File: src/rtl/pwm_pkg.sv
// Shared widths, types and reset constants for the PWM compare slice.
package pwm_pkg;

  localparam int unsigned PWM_WIDTH = 8;

  typedef logic [PWM_WIDTH-1:0] duty_t;

  localparam int unsigned PWM_RST_DUTY = 0;

endpackage : pwm_pkg

File: src/rtl/duty_shadow.sv
// Double-buffered duty register: a pending slot filled over valid/ready and
// transferred to the active slot only when the period wraps.
module duty_shadow
  import pwm_pkg::*;
#(
  parameter int unsigned WIDTH    = PWM_WIDTH,
  parameter int unsigned RST_DUTY = PWM_RST_DUTY
) (
  input  logic             clk,
  input  logic             rst,
  input  logic [WIDTH-1:0] duty_in,
  input  logic             duty_valid,
  input  logic             boundary,
  output logic             duty_ready,
  output logic [WIDTH-1:0] duty_active,
  output logic             update_applied
);

  logic             pending_q, pending_d;
  logic [WIDTH-1:0] pendVal_q, pendVal_d;
  logic [WIDTH-1:0] active_q, active_d;
  logic             applied_q, applied_d;
  logic             accept;
  logic             load;

  // Accept and load are mutually exclusive: accept needs the slot empty,
  // load needs it full, so a value accepted on a boundary waits one period.
  assign accept = duty_valid & ~pending_q;
  assign load   = boundary & pending_q;

  always_comb begin
    pending_d = pending_q;
    pendVal_d = pendVal_q;
    active_d  = active_q;
    applied_d = load;
    if (load) begin
      active_d  = pendVal_q;
      pending_d = 1'b0;
    end
    if (accept) begin
      pendVal_d = duty_in;
      pending_d = 1'b1;
    end
  end

  always_ff @(posedge clk) begin
    if (rst) begin
      pending_q <= 1'b0;
      pendVal_q <= '0;
      active_q  <= WIDTH'(RST_DUTY);
      applied_q <= 1'b0;
    end else begin
      pending_q <= pending_d;
      pendVal_q <= pendVal_d;
      active_q  <= active_d;
      applied_q <= applied_d;
    end
  end

  assign duty_ready     = ~pending_q;
  assign duty_active    = active_q;
  assign update_applied = applied_q;

endmodule : duty_shadow

File: src/rtl/pwm_compare.sv
// Registered PWM generator comparing the shared counter value against a
// boundary-synchronised duty, plus period and update strobes.
module pwm_compare
  import pwm_pkg::*;
#(
  parameter int unsigned WIDTH    = PWM_WIDTH,
  parameter int unsigned RST_DUTY = PWM_RST_DUTY,
  parameter bit          INVERT   = 1'b0
) (
  input  logic             clk,
  input  logic             rst,
  input  logic [WIDTH-1:0] cnt_val,
  input  logic             cnt_reached,
  input  logic             cnt_en,
  input  logic [WIDTH-1:0] duty_in,
  input  logic             duty_valid,
  output logic             duty_ready,
  output logic [WIDTH-1:0] duty_active,
  output logic             pwm_out,
  output logic             period_done,
  output logic             update_applied
);

  logic boundary;
  logic pwm_q, pwm_d;
  logic periodDone_q, periodDone_d;

  // A stalled counter sitting on its terminal value is not a wrap.
  assign boundary = cnt_reached & cnt_en;

  duty_shadow #(
    .WIDTH    (WIDTH),
    .RST_DUTY (RST_DUTY)
  ) u_shadow (
    .clk            (clk),
    .rst            (rst),
    .duty_in        (duty_in),
    .duty_valid     (duty_valid),
    .boundary       (boundary),
    .duty_ready     (duty_ready),
    .duty_active    (duty_active),
    .update_applied (update_applied)
  );

  // Compare uses this cycle's active duty, so the terminal count still sees
  // the old value and a newly loaded duty first applies to count 0.
  always_comb begin
    pwm_d        = (cnt_val < duty_active) ^ INVERT;
    periodDone_d = boundary;
  end

  always_ff @(posedge clk) begin
    if (rst) begin
      pwm_q        <= INVERT;
      periodDone_q <= 1'b0;
    end else begin
      pwm_q        <= pwm_d;
      periodDone_q <= periodDone_d;
    end
  end

  assign pwm_out     = pwm_q;
  assign period_done = periodDone_q;

endmodule : pwm_compare

File: config.mk
export PLATFORM = sky130hd
export DESIGN_NAME = pwm_compare
export DESIGN_NICKNAME = d
export VERILOG_FILES = /design/src/rtl/pwm_pkg.sv /design/src/rtl/duty_shadow.sv /design/src/rtl/pwm_compare.sv
export SDC_FILE = /design/constraint.sdc
export NUM_CORES = 1
export LEC_CHECK = 0
export CORE_MARGIN = 10
export CORE_UTILIZATION = 38
export CTS_CLUSTER_DIAMETER = 60
export DETAILED_ROUTE_END_ITERATION = 10
export GPL_TIMING_DRIVEN = 0
export PLACE_DENSITY = 0.74
export SKIP_LAST_GASP = 1
export SLEW_MARGIN = 0
export SYNTH_ARGS = -nofsm -noshare
export SYNTH_HDL_FRONTEND = slang
export SYNTH_SLANG_ARGS = --single-unit
export TNS_END_PERCENT = 100
File: constraint.sdc
create_clock -name clk -period 1.35 [get_ports clk]
set_input_delay 0.135 -clock clk [delete_from_list [all_inputs] [get_ports clk]]
set_output_delay 0.135 -clock clk [all_outputs]
set_load 0.005 [all_outputs]
## Word-level counts from Yosys, hierarchy flattened

Cells that the tools add are included.

| word-level totals | value |
|---|---|
| flip-flop bits (word level) | 20 |
| input port bits | 21 |
| output and inout port bits | 12 |
| word-level logic and storage cells | 14 |

| operators by class | value |
|---|---|
| $lt $le $gt $ge | 1 |
| multiplexer cells | 2 |
| bitwise operators | 4 |
| reduce and logical (&&, ||, !) cells | 1 |

Operator list:

| cell | number |
|---|---|
| less-than comparator 8 bit | 1 |
| AND 1 bit | 3 |
| 2-to-1 mux 1 bit | 2 |
| nonzero test 2 bit | 1 |
| inverter 1 bit | 1 |

## Depth between registers and ports, before layout

| depth | value |
|---|---|
| word-level depth | 4 |
| gate-level depth with buffers | 5 |

## By module

From an unflattened synthesis, not the netlist that was laid out.

| unflattened totals | value |
|---|---|
| cells, all modules | 99 |
| area total of the unflattened synthesis | 974.7 um2 |

Modules (own cells, without submodules):

| module | times used | cells an instance | area each (um2) | sequential area each (um2) |
|---|---|---|---|---|
| duty_shadow | 1 | 70 | 735.7 | 360.3 |
| pwm_compare | 1 | 29 | 239.0 | 40.0 |

## Worst setup path after synthesis

No wires, ideal clock.

| timing | value |
|---|---|
| kind | flip-flop to flip-flop |
| from | reg u_shadow.active_q[2], in the netlist u_shadow.duty_active[2] |
| to | reg pwm_q, in the netlist pwm_out |
| library setup time | 103 ps |
| arrival time | 1,284 ps |
| path slack | -37 ps |
| cell stages (with the launch flop) | 6 |
| buffers on the path | 0 |
| clock period less this slack | 1,387 ps |
| cell sequence | dfxtp_1 inv_1 ha_1 a211oi_2 o21ai_1 a2111oi_2 |

| on the way | value |
|---|---|
| cells in the longest elaborated chain, start to end | 1 |

Ends and longest elaborated chain:

| item | line | source |
|---|---|---|
| from (decl) | duty_shadow.sv:21 | `logic [WIDTH-1:0] active_q, active_d;` |
| from (signal assigned) | duty_shadow.sv:50 | `active_q <= WIDTH'(RST_DUTY);` |
| from (signal assigned) | duty_shadow.sv:55 | `active_q <= active_d;` |
| less-than comparator 8 bit | pwm_compare.sv:48 | `pwm_d = (cnt_val < duty_active) ^ INVERT;` |
| to (signal assigned) | pwm_compare.sv:57 | `pwm_q <= pwm_d;` |
| to (decl) | pwm_compare.sv:25 | `logic pwm_q, pwm_d;` |

No other way between the ends.
A chain may end at the register's enable or synchronous reset.

## Worst setup path in the final report

Same ends and word-level chain as after synthesis.

==> metrics.txt <==
status finished clean; R2R depth 5; Buffers on Ports 32; ratio of cells with drive above 1 in the final layout 14.2%; worst hold path depth 3; Slowest-stage cell, CP dfxtp_2; CTS Buf Count 3; area leader, netlist dfxtp_1; hold_ws 416 ps; CP Capture Type flop; DPL Wire Length 1650 um; Mapped Nets 126; Synth top cells by count 20 x dfxtp_1, 18 x nand2_1, 13 x nor2_1; reg-to-reg slack, setup 30 ps; fin crit period 1320 ps; crit path cell chain inv_1 -> ha_4 -> a211oi_2 -> o21ai_1 -> a2111oi_2; Worst EP arrival 1520 ps; initial antenna violation count 0; Synth Instances 98; synthesized area per cell 8.80 sq um; max-cap viol count 0; WS Path Type flop to flop; wire length per cell 12.2 um; root buffer cell clkbuf_4; n_diodes 0; vias per cell 4.67; count of cell types in the netlist 19; via count 756; total gr overflow 0; ys async rst share 0%; maximum clock rate 757 MHz; die width 67.6 um; largest cells by area after synthesis dfxtp_1 46%, ha_1 10%, mux2i_1 9.3%; Startpoint Class flop; first-pass GRT wire length 3150 um; IO Pins 33; Least-Margin Pin Slew 296 ps; Worst VDD drop 611 uV; fin cells 162; relative slew slack 80.2%; Pre-antenna DRT Iters 5; Final Net Count 164; cell with the most instances after synthesis dfxtp_1; Final Cycle Share 97.8%; worst hold path type input port to flop; Initial Utilization 39.3%; num rows 17; Ys Warns 0; Mapped Area 862 sq um; DRT iter0 DRCs 19; dpl cells 158; CTS Sinks 20; Final setup viols 0; Total Routing Usage GR 8.90%; drt drc 0; wirelength, routed 1980 um; vias in the first global route 708; Crit Path Max Fanout 3; Clock Latency Late Sink 300 ps; Cell Pwr Density 843 nW/um^2; leakage 0.000478 uW; CP top delay family compound AO/OA/AOI/OAI gates; RePlAce Congestion 0.712; Synth Flop Type dfxtp_1; critical path required time 1550 ps; CTS Hold Bufs 0; CTS tree done; Hold Violations, Final 0; Worst path depth 5; Setup Skew 10.5 ps; Core Footprint 2190 sq um; Buf/Inv on CP 1; FF+latch count, synth 20; post-synthesis sequential area ratio 46.4%; Die H 67.6 um; CTS H-tree lvls 1; Pins Over Slew Limit 0; die area 4570 sq um; Clock Path Buffers 2; ANT nets after route 0; CTS clk-pin slew, worst paths 100 ps; Post-synth EDFFs 0; RSZ-0062 raised after global routing true; crit-path max cell delay 350 ps; Layout Area Growth over Synthesis 47.2%; Yosys top cell area share 46.4%; largest net degree at the start of global routing 11
## registers in the layout, indices dropped and copies added, names as in the netlist
| register | count |
|---|---|
| u_shadow.pending_q | 1 |
| u_shadow.update_applied | 1 |
| u_shadow.pendVal_q | 8 |
| pwm_out | 1 |
| period_done | 1 |
| u_shadow.duty_active | 8 |
## through the flow
stage                     setup slack [ps]  TNS (ps)  utilization [%]  power [uW]  instance area [sq um]
after global routing                 -64.3     -64.3             57.9        1120                   1270
after floorplan                       54.3         0                -         721                    876
final                                 29.2         0             57.9        1070                   1270
after global placement                -254      -254             56.2         813                   1230
after CTS                             10.7         0             57.2        1080                   1250
after detailed placement              -288      -288             56.2         818                   1230
## final cells by class
| class | instances | area, sq um |
|---|---|---|
| plain buffers | 4 | 22.5 |
| clock buffers | 3 | 22.5 |
| fillers | 203 | 922 |
| inverters | 8 | 30.0 |
| multi-input cells | 66 | 422 |
| flip-flops and latches | 20 | 410 |
| well taps | 28 | 35.0 |
| repair buffers | 33 | 327 |
## timing repair
action	CTS	global route
setup buffers	0	1
cloned	0	0
setup endpoints to repair	2	7
gates resized for setup	2	6
pin swaps	1	0
## layout by cell type, fill, tap and decap left out, types with 2 or more instances in the layout
cell type,n
mux2i_1,8
buf_4,2
a21oi_1,8
nor3_1,2
clkdlybuf4s50_1,31
clkbuf_4,3
dfxtp_1,12
nor2b_1,2
buf_2,3
inv_1,8
nor2_1,13
dfxtp_2,8
ha_1,6
nand2_1,18
## logic make-up (layout without fill, tap and decap cells)
family          Yosys count  in the layout  synth area share, %
fa+ha+maj                 7              7                 10.2
flops                    20             20                 46.4
mux                       8              8                 9.29
compound gates           13             13                 9.87
buf+inv                  12             48                 6.10
simple gates             38             38                 18.1
## report_power, final
part           switching (uW)  internal, uW
clock network             162           104
registers                13.1           614
logic                    67.5           108
total                     243           826
## routing by layer
| metal | wire length [um] | GRT usage (%) |
|---|---|---|
| met5 | 0 | 0 |
| met4 | 61 | 7.69 |
| met3 | 150 | 1.82 |
| met2 | 870 | 14.2 |
| met1 | 898 | 9.86 |
## path summary, 6_finish.rpt
kind,from,end
min,duty_valid,u_shadow.pending_q
min reg2reg,u_shadow.pendVal_q[3],u_shadow.duty_active[3]
max reg2reg,u_shadow.duty_active[2],pwm_out
max,u_shadow.duty_active[2],pwm_out
## worst min-delay path: cells and delay by family
| kind | cells | cell delay [ps] |
|---|---|---|
| buffers and inverters | 1 | 410 |
| AND/OR/NAND/NOR | 2 | 140 |
Power figures use the tool's default switching activity.
